$ cat config.mk
export PLATFORM = sky130hd
export DESIGN_NAME = mem_access_ctrl
export DESIGN_NICKNAME = d
export VERILOG_FILES = /design/src/rtl/mem_access_ctrl.sv
export SDC_FILE = /design/constraint.sdc
export NUM_CORES = 1
export LEC_CHECK = 0
export CORE_UTILIZATION = 43
export CTS_CLUSTER_DIAMETER = 100
export DETAILED_ROUTE_END_ITERATION = 10
export PLACE_DENSITY = 0.8
export SYNTH_ARGS = -nofsm -noshare
export SYNTH_HDL_FRONTEND = slang
export SYNTH_SLANG_ARGS = --single-unit
$ cat constraint.sdc
create_clock -name clk -period 2.6 [get_ports clk]
set_input_delay 0.26 -clock clk [delete_from_list [all_inputs] [get_ports clk]]
set_output_delay 0.26 -clock clk [all_outputs]
set_load 0.05 [all_outputs]
$ cat src/rtl/mem_access_ctrl.sv
// Memory-stage load/store controller: one outstanding request/response transaction on the data bus.
// Optional MEM_ADDR_CHECK_EN enables alignment exceptions; otherwise misaligned low address bits are cleared.
module mem_access_ctrl #(
  parameter int unsigned ADDR_W = 32
) (
  input  logic              clk,
  input  logic              resetn,
  input  logic              in_valid,
  output logic              in_ready,
  input  logic [7:0]        in_op,
  input  logic [ADDR_W-1:0] in_addr,
  input  logic [31:0]       in_wdata,
  input  logic              flush,
  output logic              data_req,
  output logic              data_wr,
  output logic [1:0]        data_size,
  output logic [ADDR_W-1:0] data_addr,
  output logic [31:0]       data_wdata,
  output logic [3:0]        data_wstrb,
  input  logic              data_addr_ok,
  input  logic              data_data_ok,
  input  logic [31:0]       data_rdata,
  output logic              out_valid,
  output logic [31:0]       out_rdata,
  output logic              out_adel,
  output logic              out_ades,
  output logic [ADDR_W-1:0] out_badvaddr
);

  localparam logic [7:0] OP_LB  = 8'b1110_0000;
  localparam logic [7:0] OP_LH  = 8'b1110_0001;
  localparam logic [7:0] OP_LW  = 8'b1110_0011;
  localparam logic [7:0] OP_LBU = 8'b1110_0100;
  localparam logic [7:0] OP_LHU = 8'b1110_0101;
  localparam logic [7:0] OP_SB  = 8'b1110_1000;
  localparam logic [7:0] OP_SH  = 8'b1110_1001;
  localparam logic [7:0] OP_SW  = 8'b1110_1011;

  typedef enum logic [1:0] {S_IDLE, S_REQ, S_WAIT, S_DONE} state_t;

  state_t state, state_nx;

  logic              accept;
  logic              handled, is_load, misaligned, addr_err;
  logic [1:0]        size;
  logic [ADDR_W-1:0] bus_addr;
  logic [31:0]       st_wdata;
  logic [3:0]        st_wstrb;
  logic [7:0]        op_q;
  logic [1:0]        addr_lo_q;
  logic              kill_q;
  logic              resp_now;
  logic [31:0]       ld_result;
  logic [7:0]        ld_byte;
  logic [15:0]       ld_half;

  assign in_ready = (state == S_IDLE);
  assign accept   = in_valid && in_ready && !flush;

  // Decode of the op being presented; only used in the accept cycle.
  always_comb begin
    handled    = 1'b0;
    is_load    = 1'b0;
    size       = 2'd0;
    misaligned = 1'b0;
    st_wdata   = '0;
    st_wstrb   = '0;
    case (in_op)
      OP_LB, OP_LBU: begin handled = 1'b1; is_load = 1'b1; end
      OP_LH, OP_LHU: begin
        handled = 1'b1; is_load = 1'b1; size = 2'd1;
        misaligned = in_addr[0];
      end
      OP_LW: begin
        handled = 1'b1; is_load = 1'b1; size = 2'd2;
        misaligned = |in_addr[1:0];
      end
      OP_SB: begin
        handled  = 1'b1;
        st_wdata = {4{in_wdata[7:0]}};
        st_wstrb = 4'b0001 << in_addr[1:0];
      end
      OP_SH: begin
        handled = 1'b1; size = 2'd1;
        misaligned = in_addr[0];
        st_wdata = {2{in_wdata[15:0]}};
        st_wstrb = in_addr[1] ? 4'b1100 : 4'b0011;
      end
      OP_SW: begin
        handled = 1'b1; size = 2'd2;
        misaligned = |in_addr[1:0];
        st_wdata = in_wdata;
        st_wstrb = 4'b1111;
      end
      default: ;
    endcase
  end

`ifdef MEM_ADDR_CHECK_EN
  assign addr_err = handled && misaligned;
  assign bus_addr = in_addr;
`else
  assign addr_err = 1'b0;
  always_comb begin
    bus_addr = in_addr;
    if (size == 2'd1) bus_addr[0]   = 1'b0;
    if (size == 2'd2) bus_addr[1:0] = 2'b00;
  end
`endif

  always_ff @(posedge clk or negedge resetn) begin
    if (!resetn) state <= S_IDLE;
    else         state <= state_nx;
  end

  always_comb begin
    state_nx = state;
    case (state)
      S_IDLE: if (accept) state_nx = (!handled || addr_err) ? S_DONE : S_REQ;
      S_REQ:  if (data_addr_ok) state_nx = data_data_ok ? S_DONE : S_WAIT;
      S_WAIT: if (data_data_ok) state_nx = S_DONE;
      S_DONE: state_nx = S_IDLE;
      default: state_nx = S_IDLE;
    endcase
  end

  assign resp_now = ((state == S_REQ) && data_addr_ok && data_data_ok) ||
                    ((state == S_WAIT) && data_data_ok);

  always_comb begin
    ld_byte = data_rdata[8*addr_lo_q +: 8];
    ld_half = addr_lo_q[1] ? data_rdata[31:16] : data_rdata[15:0];
    case (op_q)
      OP_LB:   ld_result = {{24{ld_byte[7]}}, ld_byte};
      OP_LBU:  ld_result = {24'd0, ld_byte};
      OP_LH:   ld_result = {{16{ld_half[15]}}, ld_half};
      OP_LHU:  ld_result = {16'd0, ld_half};
      OP_LW:   ld_result = data_rdata;
      default: ld_result = '0;
    endcase
  end

  // A flush after acceptance lets the bus transaction finish but marks the result dead.
  assign out_valid = (state == S_DONE) && !kill_q && !flush;

  always_ff @(posedge clk or negedge resetn) begin
    if (!resetn) begin
      op_q         <= '0;
      addr_lo_q    <= '0;
      kill_q       <= 1'b0;
      data_req     <= 1'b0;
      data_wr      <= 1'b0;
      data_size    <= '0;
      data_addr    <= '0;
      data_wdata   <= '0;
      data_wstrb   <= '0;
      out_rdata    <= '0;
      out_adel     <= 1'b0;
      out_ades     <= 1'b0;
      out_badvaddr <= '0;
    end else begin
      if (accept) begin
        op_q      <= in_op;
        addr_lo_q <= in_addr[1:0];
        kill_q    <= 1'b0;
        out_adel  <= addr_err && is_load;
        out_ades  <= addr_err && !is_load;
        if (handled && !addr_err) begin
          data_req   <= 1'b1;
          data_wr    <= !is_load;
          data_size  <= size;
          data_addr  <= bus_addr;
          data_wdata <= st_wdata;
          data_wstrb <= st_wstrb;
        end else begin
          out_rdata <= '0;
          if (addr_err) out_badvaddr <= in_addr;
        end
      end
      if ((state == S_REQ) && data_addr_ok) data_req <= 1'b0;
      if (((state == S_REQ) || (state == S_WAIT)) && flush) kill_q <= 1'b1;
      if (resp_now) out_rdata <= ld_result;
    end
  end

endmodule

==> impl_metrics.csv <==
group,metric,value,unit
run_status,outcome,"finished clean",
die,rows,42,
timing,slew_viol_final,0,
synthesis,synth.top_cell.area_share,48.7,%
route,drt_iter0_drc,334,
clock_tree,root_buffer,"clkbuf_16",
global_routing,grt_usage,25.9,%
critical_path,cp_slowest_stage_delay,820,ps
timing,finalSetupTns,0,ps
layout,syn2layout_area_growth,46.8,%
synthesis,yosys_warnings,0,
die,die_w,120,um
clock_tree,clk_pin_slew,50,ps
layout,fill_cells,1034,
timing,worst_slack,298,ps
worst_hold_path,hold_path.class,"in -> async",
clock_tree,cts_sinks,117,
route,dr.pass1.iters,5,
synthesis,synth_most_common_cell,"dfrtp_1",
flow_run,maxCapViolCount,0,
synthesis,ys_seq_area_share,48.7,%
critical_path,r2r_cells,6,
clock_tree,tritoncts,"yes",
layout,multi_input_area,0.00270,mm^2
critical_path,cp-end-kind,"primary output",
global_routing,grt_overflow,0,
critical_path,cp_slowest_cell,"clkdlybuf4s50_1",
timing,rsz0062_at_grt,"no",
pwr,ir_drop,0.552,mV
critical_path,start_kind,"register",
route,vias,5321,
synthesis,synth_cells,554,
die,die-area,0.0144,mm^2
clock_tree,cts_made_buffers,17,
route,drc_errors,0,
die,initial_core_util,44.7,%
placed_design,gp_congestion,0.865,
synthesis,syn-cell-area,0.00601,mm^2
critical_path,rrSetupSlack,580,ps
global_routing,grt_pass1_vias,5441,
layout,regArea,0.00293,mm^2
critical_path,r2r-end,"data_addr[25]$_DFFE_PN0P_",
critical_path,crit_type,"reg -> out",
critical_path,r2r-start,"state[0]$_DFFE_PN0P_",
global_routing,grt_max_degree,49,
placed_design,port_buffers,215,
synthesis,synth_flop_cell,"dfrtp_1",
die,die_y,120,um
route,vias_per_cell,5.54,
die,ioPinCount,250,
global_routing,grt_first_pass_wirelength,28.4,mm
critical_path,crit_required,2340,ps
timing,min_period,2300,ps
critical_path,cp_max_fo,5,
critical_path,cp.buffers_inverters,2,
route,ant_nets,0,
synthesis,synthTopCellsByArea,"dfrtp_1 (49%), o2bb2ai_1 (6.0%), buf_4 (5.1%)",
timing,worst_pin_slew,792,ps
timing,relSlewSlack,47.2,%
timing,hold_viol_final,0,
clock_tree,clk_latency,420,ps
clock_tree,clk_path_buf_depth,2,
timing,period_share,88.5,%
placed_design,dpl.hpwl,13.2,mm
synthesis,async_reset_ff_share,100,%
layout,nNetsFinal,885,
route,wl_per_cell,18.7,um
critical_path,worst_path_dominant_cell_family,"buffers and inverters",
pwr,power_density,763,mW/mm^2
timing,fin_skew,7.07,ps
clock_tree,htreeDepth,4,
critical_path,crit_arrival,2040,ps
synthesis,yosys.area.top_type,"dfrtp_1",
route,wl,18.0,mm
pwr,p_leak,3.81,nW
timing,setup_viol,0,
die,design.core.area,0.0135,mm^2
synthesis,synthTopCellsByCount,"dfrtp_1 (117), nand2_1 (67), buf_4 (41), o2bb2ai_1 (41), mux2_2 (26)",
synthesis,synthesis.area_per_instance,10.8,um^2
synthesis,synth_edf_count,0,
timing,fmax,434,MHz
layout,layout-drive-gt1-share,12.8,%
synthesis,ys_ff_latch,117,
clock_tree,post-cts-setup-buffers,0,
global_routing,grt_antenna_before_repair,1,
critical_path,path_cells,"inv_1 > ha_1 > clkdlybuf4s50_1",
synthesis,ys_types,50,
placed_design,place_ws,366,ps
-- worst register-to-register path: stages (launching register included) --
cell and delay, ps:
dfrtp_1 380, inv_1 120, ha_1 260, and3b_1 230, o211ai_1 240, buf_12 300, mux2_1 370
-- repair_timing --
| item | CTS | global route |
|---|---|---|
| endpoints found under the hold margin | 24 | 0 |
| gates resized for setup | 0 | 0 |
| hold buffers | 1 | 0 |
-- registers in the layout, indices dropped and copies added, names as in the netlist --
signal and count:
data_wstrb 4, data_req 1, data_wr 1, op_q 8, data_wdata 32, data_size 2
state 2, out_rdata 32, kill_q 1, data_addr 32, addr_lo_q 2
-- logic make-up (layout without fill, tap and decap cells) --
family	Yosys count	after routing	synth area share, %
DFF	117	117	48.7
muxes	58	58	10.5
and+or+nand+nor	118	118	10.0
other	1	35	0.0624
adders and majority gates	5	5	1.04
buffers and inverters	84	280	8.41
AOI/OAI and AO/OA	171	171	21.2
-- where the power goes --
group | internal, mW | switching (mW)
Clock | 1.42 | 0.837
Sequential | 2.01 | 0.181
Combinational | 0.873 | 1.40
-- how the worst max path moves through the flow --
stage	endpoint	slack (ps)	cells after the start	from
4_1_cts	in_ready	270	3	state[0]$_DFFE_PN0P_
5_1_grt	in_ready	190	3	state[0]$_DFFE_PN0P_
3_5_place_dp	data_addr[8]$_DFFE_PN0P_	370	5	in_op[1]
3_3_place_gp	data_addr[6]$_DFFE_PN0P_	440	5	in_op[1]
6_report	in_ready	300	3	state[0]$_DFFE_PN0P_
2_1_floorplan	data_addr[25]$_DFFE_PN0P_	350	8	state[0]$_DFFE_PN0P_
-- final cells by class --
type / count / area share, %
clock buffer: 18 / 4.98
antenna: 1 / 0.0284
timing repair buffer: 237 / 26.7
tap: 176 / 2.50
sequential: 117 / 33.2
inverter: 11 / 0.468
clock inverter: 14 / 1.52
multi-input combinational: 386 / 30.6
-- cells in the final DEF, fill, tap and decap left out, types with 10 or more instances in the layout --
master and count:
buf_4 19, nand2_1 67, a22o_1 25, mux2i_1 25, mux2_2 26, inv_1 11
o21ai_1 19, a22oi_1 19, conb_1 34, o211ai_1 10, clkdlybuf4s50_1 214, nor2_1 16
o2bb2ai_1 41, dfrtp_1 117, clkbuf_16 17, a21oi_1 12, o21ai_0 17, a21oi_2 11
-- routing by layer --
layer  routed length [um]  part of all wire, %  vias to the layer above  global-route usage, %
li1                     -                    -                     2402                      -
met1                 7220                   40                     2579                   32.3
met2                 8400                   47                      290                   40.1
met3                 1750                  9.7                       50                   9.25
met4                  608                  3.4                        0                   12.3
met5                    0                    0                        -                      0
-- metrics by stage --
| stage | util [%] | power, mW | hold WS, ps | std cells | instance area [um^2] |
|---|---|---|---|---|---|
| after floorplan | - | 3.79 | -35.6 | 587 | 6130 |
| after global routing | 65.6 | 7.05 | 355 | 960 | 8820 |
| final | 65.6 | 6.72 | 319 | 960 | 8820 |
| after detailed placement | 61.2 | 4.48 | 215 | 926 | 8230 |
| after CTS | 65.5 | 6.76 | 323 | 959 | 8820 |
| after global placement | 61.2 | 4.40 | 210 | 926 | 8230 |
Note: power is estimated with default switching activity, not from simulation.
